<file path="config.mk">
export PLATFORM = sky130hd
export DESIGN_NAME = multicycle_control_unit_flat
export DESIGN_NICKNAME = d
export VERILOG_FILES = /design/src/rtl/cpu_pkg.sv /design/src/rtl/multicycle_control_unit_if.sv /design/src/rtl/control_decode.sv /design/src/rtl/multicycle_control_unit.sv /design/src/flat_wrapper.sv
export SDC_FILE = /design/constraint.sdc
export NUM_CORES = 1
export LEC_CHECK = 0
export BUFFER_PORTS_ARGS = -buffer_cell sky130_fd_sc_hd__buf_2
export CAP_MARGIN = 20
export CORE_MARGIN = 2
export CORE_UTILIZATION = 39
export DETAILED_ROUTE_END_ITERATION = 8
export GPL_ROUTABILITY_DRIVEN = 0
export MAX_ROUTING_LAYER = met4
export PLACE_DENSITY = 0.65
export SETUP_SLACK_MARGIN = 0.02
export SYNTH_ARGS = -nofsm -noshare
export SYNTH_HDL_FRONTEND = slang
export SYNTH_HIERARCHICAL = 1
export SYNTH_SLANG_ARGS = --single-unit
</file>
<file path="constraint.sdc">
create_clock -name clk -period 1.9 [get_ports clk]
set_input_delay 0.095 -clock clk [delete_from_list [all_inputs] [get_ports clk]]
set_output_delay 0.095 -clock clk [all_outputs]
set_load 0.05 [all_outputs]
</file>
<file path="src/rtl/cpu_pkg.sv">
// cpu_pkg: opcode, state, select encodings and control bundle shared by the control unit and datapath.
package cpu_pkg;
  localparam logic [5:0] op_add   = 6'b000000;
  localparam logic [5:0] op_sub   = 6'b000001;
  localparam logic [5:0] op_addi  = 6'b000010;
  localparam logic [5:0] op_or    = 6'b010000;
  localparam logic [5:0] op_and   = 6'b010001;
  localparam logic [5:0] op_ori   = 6'b010010;
  localparam logic [5:0] op_sll   = 6'b011000;
  localparam logic [5:0] op_slt   = 6'b100110;
  localparam logic [5:0] op_sltiu = 6'b100111;
  localparam logic [5:0] op_sw    = 6'b110000;
  localparam logic [5:0] op_lw    = 6'b110001;
  localparam logic [5:0] op_beq   = 6'b110100;
  localparam logic [5:0] op_bne   = 6'b110101;
  localparam logic [5:0] op_bltz  = 6'b110110;
  localparam logic [5:0] op_j     = 6'b111000;
  localparam logic [5:0] op_jr    = 6'b111001;
  localparam logic [5:0] op_jal   = 6'b111010;
  localparam logic [5:0] op_halt  = 6'b111111;

  localparam logic [2:0] alu_add  = 3'b000;
  localparam logic [2:0] alu_sub  = 3'b001;
  localparam logic [2:0] alu_sll  = 3'b010;
  localparam logic [2:0] alu_or   = 3'b011;
  localparam logic [2:0] alu_and  = 3'b100;
  localparam logic [2:0] alu_sltu = 3'b101;
  localparam logic [2:0] alu_slt  = 3'b110;

  localparam logic [1:0] pc_next   = 2'b00;
  localparam logic [1:0] pc_branch = 2'b01;
  localparam logic [1:0] pc_rs     = 2'b10;
  localparam logic [1:0] pc_jump   = 2'b11;

  localparam logic [1:0] dst_ra = 2'b00;
  localparam logic [1:0] dst_rt = 2'b01;
  localparam logic [1:0] dst_rd = 2'b10;

  typedef enum logic [3:0] {
    s_if, s_id, s_exe_al, s_exe_br, s_exe_ls, s_mem, s_wb_al, s_wb_ld, s_halt
  } state_t;

  typedef enum logic [2:0] {c_al, c_br, c_ls, c_jmp, c_halt} op_class_t;

  typedef struct packed {
    logic       pcwre;
    logic       irwre;
    logic       alusrca;
    logic       alusrcb;
    logic       dbdatasrc;
    logic       regwre;
    logic       wrregdsrc;
    logic       mrd;
    logic       mwr;
    logic       extsel;
    logic [1:0] regdst;
    logic [1:0] pcsrc;
    logic [2:0] aluop;
    logic       halted;
  } ctrl_t;

  // Jumps and undefined opcodes share c_jmp: both retire in sID.
  function automatic op_class_t classify(logic [5:0] op);
    return (op inside {op_beq, op_bne, op_bltz}) ? c_br :
           (op inside {op_sw, op_lw}) ? c_ls :
           (op == op_halt) ? c_halt :
           (op inside {op_add, op_sub, op_addi, op_or, op_and, op_ori,
                       op_sll, op_slt, op_sltiu}) ? c_al : c_jmp;
  endfunction
endpackage

</file>
<file path="src/rtl/multicycle_control_unit_if.sv">
// multicycle_control_unit_if: opcode/flags from the datapath and the control signals back to it.
interface multicycle_control_unit_if;
  logic [5:0] opcode;
  logic       zero;
  logic       sign;
  logic       PCWre;
  logic       IRWre;
  logic       ALUSrcA;
  logic       ALUSrcB;
  logic       DBDataSrc;
  logic       RegWre;
  logic       WrRegDSrc;
  logic       mRD;
  logic       mWR;
  logic       ExtSel;
  logic [1:0] RegDst;
  logic [1:0] PCSrc;
  logic [2:0] ALUOp;
  logic       halted;
  modport master (
    input  opcode, zero, sign,
    output PCWre, IRWre, ALUSrcA, ALUSrcB, DBDataSrc, RegWre, WrRegDSrc,
           mRD, mWR, ExtSel, RegDst, PCSrc, ALUOp, halted
  );
  modport slave (
    output opcode, zero, sign,
    input  PCWre, IRWre, ALUSrcA, ALUSrcB, DBDataSrc, RegWre, WrRegDSrc,
           mRD, mWR, ExtSel, RegDst, PCSrc, ALUOp, halted
  );
endinterface

</file>
<file path="src/rtl/control_decode.sv">
// control_decode: combinational map of {state, opcode, zero, sign} to the datapath control bundle.
module control_decode
  import cpu_pkg::*;
(
  input  logic       en,
  input  state_t     st,
  input  logic [5:0] opcode,
  input  logic       zero,
  input  logic       sign,
  output ctrl_t      ctrl
);
  op_class_t cls;
  logic      take;
  ctrl_t     c;
  assign cls = classify(opcode);
  // Flags are only trusted during the branch's own execute cycle.
  assign take = (st == s_exe_br) &&
                ((opcode == op_beq && zero) || (opcode == op_bne && !zero) ||
                 (opcode == op_bltz && sign));
  always_comb begin
    c = '0;
    c.irwre     = st == s_if;
    c.pcwre     = (st == s_id && cls == c_jmp) || st == s_exe_br ||
                  (st == s_mem && opcode == op_sw) || st == s_wb_al || st == s_wb_ld;
    c.regwre    = st == s_wb_al || st == s_wb_ld || (st == s_id && opcode == op_jal);
    c.mwr       = st == s_mem && opcode == op_sw;
    c.mrd       = (st == s_mem || st == s_wb_ld) && opcode == op_lw;
    c.halted    = st == s_halt;
    c.alusrca   = opcode == op_sll;
    c.alusrcb   = opcode inside {op_addi, op_ori, op_sltiu, op_sw, op_lw};
    c.dbdatasrc = opcode == op_lw;
    c.wrregdsrc = opcode != op_jal;
    c.extsel    = !(opcode inside {op_ori, op_sltiu});
    c.regdst    = (opcode inside {op_add, op_sub, op_or, op_and, op_sll, op_slt}) ? dst_rd :
                  (opcode inside {op_addi, op_ori, op_sltiu, op_lw}) ? dst_rt : dst_ra;
    c.pcsrc     = (opcode == op_jr) ? pc_rs :
                  (opcode inside {op_j, op_jal}) ? pc_jump :
                  take ? pc_branch : pc_next;
    c.aluop     = (opcode inside {op_sub, op_beq, op_bne}) ? alu_sub :
                  (opcode == op_sll) ? alu_sll :
                  (opcode inside {op_or, op_ori}) ? alu_or :
                  (opcode == op_and) ? alu_and :
                  (opcode == op_sltiu) ? alu_sltu :
                  (opcode inside {op_slt, op_bltz}) ? alu_slt : alu_add;
    ctrl        = en ? c : '0;
  end
endmodule

</file>
<file path="src/rtl/multicycle_control_unit.sv">
// multicycle_control_unit: IF/ID/EXE/MEM/WB sequencer; state register here, signal decode in control_decode.
module multicycle_control_unit
  import cpu_pkg::*;
(
  input logic                       clk,
  input logic                       rst_n,
  multicycle_control_unit_if.master bus
);
  state_t    st;
  ctrl_t     ctrl;
  op_class_t cls;
  assign cls = classify(bus.opcode);
  always_ff @(posedge clk or negedge rst_n) begin
    if (!rst_n) st <= s_if;
    else begin
      case (st)
        s_if:     st <= s_id;
        s_id:     st <= (cls == c_halt) ? s_halt : (cls == c_br) ? s_exe_br :
                        (cls == c_ls) ? s_exe_ls : (cls == c_al) ? s_exe_al : s_if;
        s_exe_al: st <= s_wb_al;
        s_exe_ls: st <= s_mem;
        s_mem:    st <= (bus.opcode == op_lw) ? s_wb_ld : s_if;
        s_halt:   st <= s_halt;
        default:  st <= s_if;
      endcase
    end
  end
  // Decode is gated by rst_n so every enable drops the instant reset asserts.
  control_decode u_dec (
    .en(rst_n), .st(st), .opcode(bus.opcode), .zero(bus.zero), .sign(bus.sign), .ctrl(ctrl)
  );
  assign bus.PCWre     = ctrl.pcwre;
  assign bus.IRWre     = ctrl.irwre;
  assign bus.ALUSrcA   = ctrl.alusrca;
  assign bus.ALUSrcB   = ctrl.alusrcb;
  assign bus.DBDataSrc = ctrl.dbdatasrc;
  assign bus.RegWre    = ctrl.regwre;
  assign bus.WrRegDSrc = ctrl.wrregdsrc;
  assign bus.mRD       = ctrl.mrd;
  assign bus.mWR       = ctrl.mwr;
  assign bus.ExtSel    = ctrl.extsel;
  assign bus.RegDst    = ctrl.regdst;
  assign bus.PCSrc     = ctrl.pcsrc;
  assign bus.ALUOp     = ctrl.aluop;
  assign bus.halted    = ctrl.halted;
endmodule

</file>
<file path="src/flat_wrapper.sv">
// flat-port wrapper written by rule: the top's interface ports become plain ports
module multicycle_control_unit_flat import cpu_pkg::*;
  (clk, rst_n, bus_opcode, bus_zero, bus_sign, bus_PCWre, bus_IRWre, bus_ALUSrcA, bus_ALUSrcB, bus_DBDataSrc, bus_RegWre, bus_WrRegDSrc, bus_mRD, bus_mWR, bus_ExtSel, bus_RegDst, bus_PCSrc, bus_ALUOp, bus_halted);
  multicycle_control_unit_if bus_i ();
  input logic clk;
  input logic rst_n;
  input wire logic [$bits(bus_i.opcode)-1:0] bus_opcode;
  input wire logic [$bits(bus_i.zero)-1:0] bus_zero;
  input wire logic [$bits(bus_i.sign)-1:0] bus_sign;
  output wire logic [$bits(bus_i.PCWre)-1:0] bus_PCWre;
  output wire logic [$bits(bus_i.IRWre)-1:0] bus_IRWre;
  output wire logic [$bits(bus_i.ALUSrcA)-1:0] bus_ALUSrcA;
  output wire logic [$bits(bus_i.ALUSrcB)-1:0] bus_ALUSrcB;
  output wire logic [$bits(bus_i.DBDataSrc)-1:0] bus_DBDataSrc;
  output wire logic [$bits(bus_i.RegWre)-1:0] bus_RegWre;
  output wire logic [$bits(bus_i.WrRegDSrc)-1:0] bus_WrRegDSrc;
  output wire logic [$bits(bus_i.mRD)-1:0] bus_mRD;
  output wire logic [$bits(bus_i.mWR)-1:0] bus_mWR;
  output wire logic [$bits(bus_i.ExtSel)-1:0] bus_ExtSel;
  output wire logic [$bits(bus_i.RegDst)-1:0] bus_RegDst;
  output wire logic [$bits(bus_i.PCSrc)-1:0] bus_PCSrc;
  output wire logic [$bits(bus_i.ALUOp)-1:0] bus_ALUOp;
  output wire logic [$bits(bus_i.halted)-1:0] bus_halted;
  assign bus_i.opcode = bus_opcode;
  assign bus_i.zero = bus_zero;
  assign bus_i.sign = bus_sign;
  assign bus_PCWre = bus_i.PCWre;
  assign bus_IRWre = bus_i.IRWre;
  assign bus_ALUSrcA = bus_i.ALUSrcA;
  assign bus_ALUSrcB = bus_i.ALUSrcB;
  assign bus_DBDataSrc = bus_i.DBDataSrc;
  assign bus_RegWre = bus_i.RegWre;
  assign bus_WrRegDSrc = bus_i.WrRegDSrc;
  assign bus_mRD = bus_i.mRD;
  assign bus_mWR = bus_i.mWR;
  assign bus_ExtSel = bus_i.ExtSel;
  assign bus_RegDst = bus_i.RegDst;
  assign bus_PCSrc = bus_i.PCSrc;
  assign bus_ALUOp = bus_i.ALUOp;
  assign bus_halted = bus_i.halted;
  multicycle_control_unit u_core (.clk(clk), .rst_n(rst_n), .bus(bus_i));
endmodule
</file>
==> flow_summary.json <==
{
  "status": "completed",
  "clock-sinks": 4,
  "grtUsageTotal_pct": 22.5,
  "synth_commonest_cells": "nor2_1, nand2_1, nand2b_1",
  "place_hpwl_um": 1760,
  "numCtsBuffers": 3,
  "yosysMostFrequentCell": "nor2_1",
  "hold_ws_ns": 0.340,
  "ys.flop_type": "dfrtp_1",
  "r2r-start": "u_core/st[0]",
  "p_per_area_nw_per_um2": 791,
  "yosysTopAreaCellShare_pct": 13.1,
  "clk_pin_slew_ns": 0.04,
  "whs_path_depth": 4,
  "viasPerCell": 5.76,
  "ir_drop_uv": 627,
  "clk_latency_ns": 0.23,
  "reg2reg_to": "u_core/st[1]",
  "cp_data_arrival_time_ns": 1.70,
  "relSlewSlack_pct": 70.5,
  "dp_slack_ns": 0.242,
  "die_w_um": 48.2,
  "critPathKind": "register to output port",
  "core-area_um2": 1780,
  "critPathLaunchType": "register",
  "largest_reg_flops": 4,
  "rsz0062_at_grt": "no",
  "clockRootBuffer": "clkbuf_4",
  "worst_slack_ns": 0.107,
  "syn_avg_cell_area_um2": 6.74,
  "crit_fanout": 3,
  "area_delta_synth_final_pct": 31.4,
  "slowest_stage": "dfrtp_1",
  "finalClockSkew_ns": 0.00254,
  "yosysWarnings": 6,
  "cellLeakagePower_nw": 0.479,
  "synth.distinct_cells": 38,
  "rr_worst_depth": 3,
  "placementRows": 15,
  "r2r_slack_ns": 0.45,
  "wl_um": 2390,
  "io_buffers": 27,
  "die_h_um": 48.2,
  "yosysTopAreaCell": "dfrtp_1",
  "drv_slew": 0,
  "setup_violations": 0,
  "grt_pass1_wl_um": 3720,
  "hold-path-endpoint": "u_core/st[0]",
  "largest-register": "u_core/st",
  "cp-end-kind": "output port",
  "synth_seq_cells": 4,
  "maxCapViolations": 0,
  "grt_pass1_vias": 844,
  "cts_setup_buffers": 0,
  "synth_cells": 113,
  "drc": 0,
  "nets": 158,
  "p_total_uw": 791,
  "pin_count": 28,
  "die-area_um2": 2320,
  "diodes": 0,
  "top_regs": "u_core/st (4)",
  "min_from": "bus_opcode[3]",
  "synth-edff-count": 0,
  "synth_fp_nets": 123,
  "synth.yosys.seq_area_share_pct": 13.1,
  "drtIter0Drc": 34,
  "worstMarginPinSlew_ns": 0.439,
  "required_ns": 1.80,
  "final_cells": 171,
  "antenna_found_initial": 0,
  "timing.critical_path.cells": "nor2b_1 -> nand2b_1 -> a311o_1 -> o32ai_2 -> buf_4",
  "min_path_type": "input pin to register",
  "drt_pass1_iterations": 4,
  "start_util_pct": 42.7,
  "placed_cells": 167,
  "ys_top_cells_by_area": "dfrtp_1, nor2_1, nand2b_1, nand2_1, a21oi_1",
  "wire_per_inst_um": 14.0,
  "synth_async_sr_flop_share_pct": 100,
  "grt_overflow": 0,
  "htree_levels": 1,
  "fmaxAchievable_mhz": 558,
  "cts_tree": "yes",
  "cts_buffer_depth": 2,
  "dr_total_vias": 985,
  "ant_nets": 0,
  "fin_crit_sh_pct": 94.3,
  "syn_area_um2": 762,
  "grt_max_degree": 19,
  "drive_above_1_share_pct": 29.5,
  "fin_crit_ns": 1.79,
  "hold_viol": 0,
  "cpPeakStageDelay_ns": 0.38
}
[layout by cell type (no fill, tap or decap), types with 4 or more instances in the layout]
cell,netlist,final
a21oi_1,6,6
nand2b_1,7,7
dfrtp_1,4,4
nor3_1,5,5
nand2_1,9,9
inv_1,6,6
buf_2,2,26
nor2_1,19,19
buf_4,0,7
[final cells by class]
class                           instances  area (um^2)
Sequential cell                         4          100
Timing Repair Buffer                   34          193
Inverter                                6         22.5
Tap cell                               25         31.3
Fill cell                             184          782
Multi-Input combinational cell         99          632
Clock buffer                            3         22.5
[logic make-up (layout without fill, tap and decap cells)]
kind of cell	count (synthesis)	after routing	share of synthesized area, %
AO/OA/AOI/OAI	29	29	27.1
flip-flops	4	4	13.1
AND/OR/NAND/NOR	65	65	46.3
buffers and inverters	10	43	7.22
multiplexers	3	3	3.94
XOR/XNOR	2	2	2.30
[worst max-delay path by stage]
stage	from	to	slack [ns]	cells past startpoint
finish	u_core/st[1]	bus_PCWre	0.11	5
floorplan	bus_opcode[4]	bus_mRD	-0.20	4
global placement	bus_opcode[0]	bus_ALUSrcB	0.27	6
CTS	u_core/st[1]	bus_PCWre	0.04	5
global route	u_core/st[1]	bus_PCWre	0.04	5
detailed placement	bus_opcode[0]	bus_ALUSrcB	0.24	6
[per-stage QoR]
step	area [um^2]	util [%]	TNS, ns
floorplan	787	-	-0.200
global placement	966	54.2	0
detailed placement	966	54.2	0
CTS	998	56.0	0
global route	1000	56.1	0
finish	1000	56.1	0
[critical path: cells and delay by family, from the launching register on]
kind                   cells  cell delay, ns
flip-flops                 1            0.38
buffers and inverters      1            0.23
AND/OR/NAND/NOR            2            0.31
AO/OA/AOI/OAI              2            0.54
[timing repair]
| action | 4_1_cts | 5_1_grt |
|---|---|---|
| setup endpoints to repair | 0 | 1 |
| gates resized for setup | 0 | 2 |
| endpoints found under the hold margin | 4 | 0 |
| hold buffers | 1 | 0 |
[metal layers]
metal / track usage [%] / part of all wire (%)
met5: - / 0
met3: 3.33 / 4.1
met2: 35.5 / 49
met4: 1.08 / 0.29
met1: 31.9 / 47
[power breakdown]
group          switching [mW]  leakage [nW]  internal, mW
Combinational           0.338         0.412         0.200
Sequential             0.0333        0.0526         0.116
Clock                  0.0337        0.0138        0.0706
No activity file was read; power rests on OpenSTA's default activity.
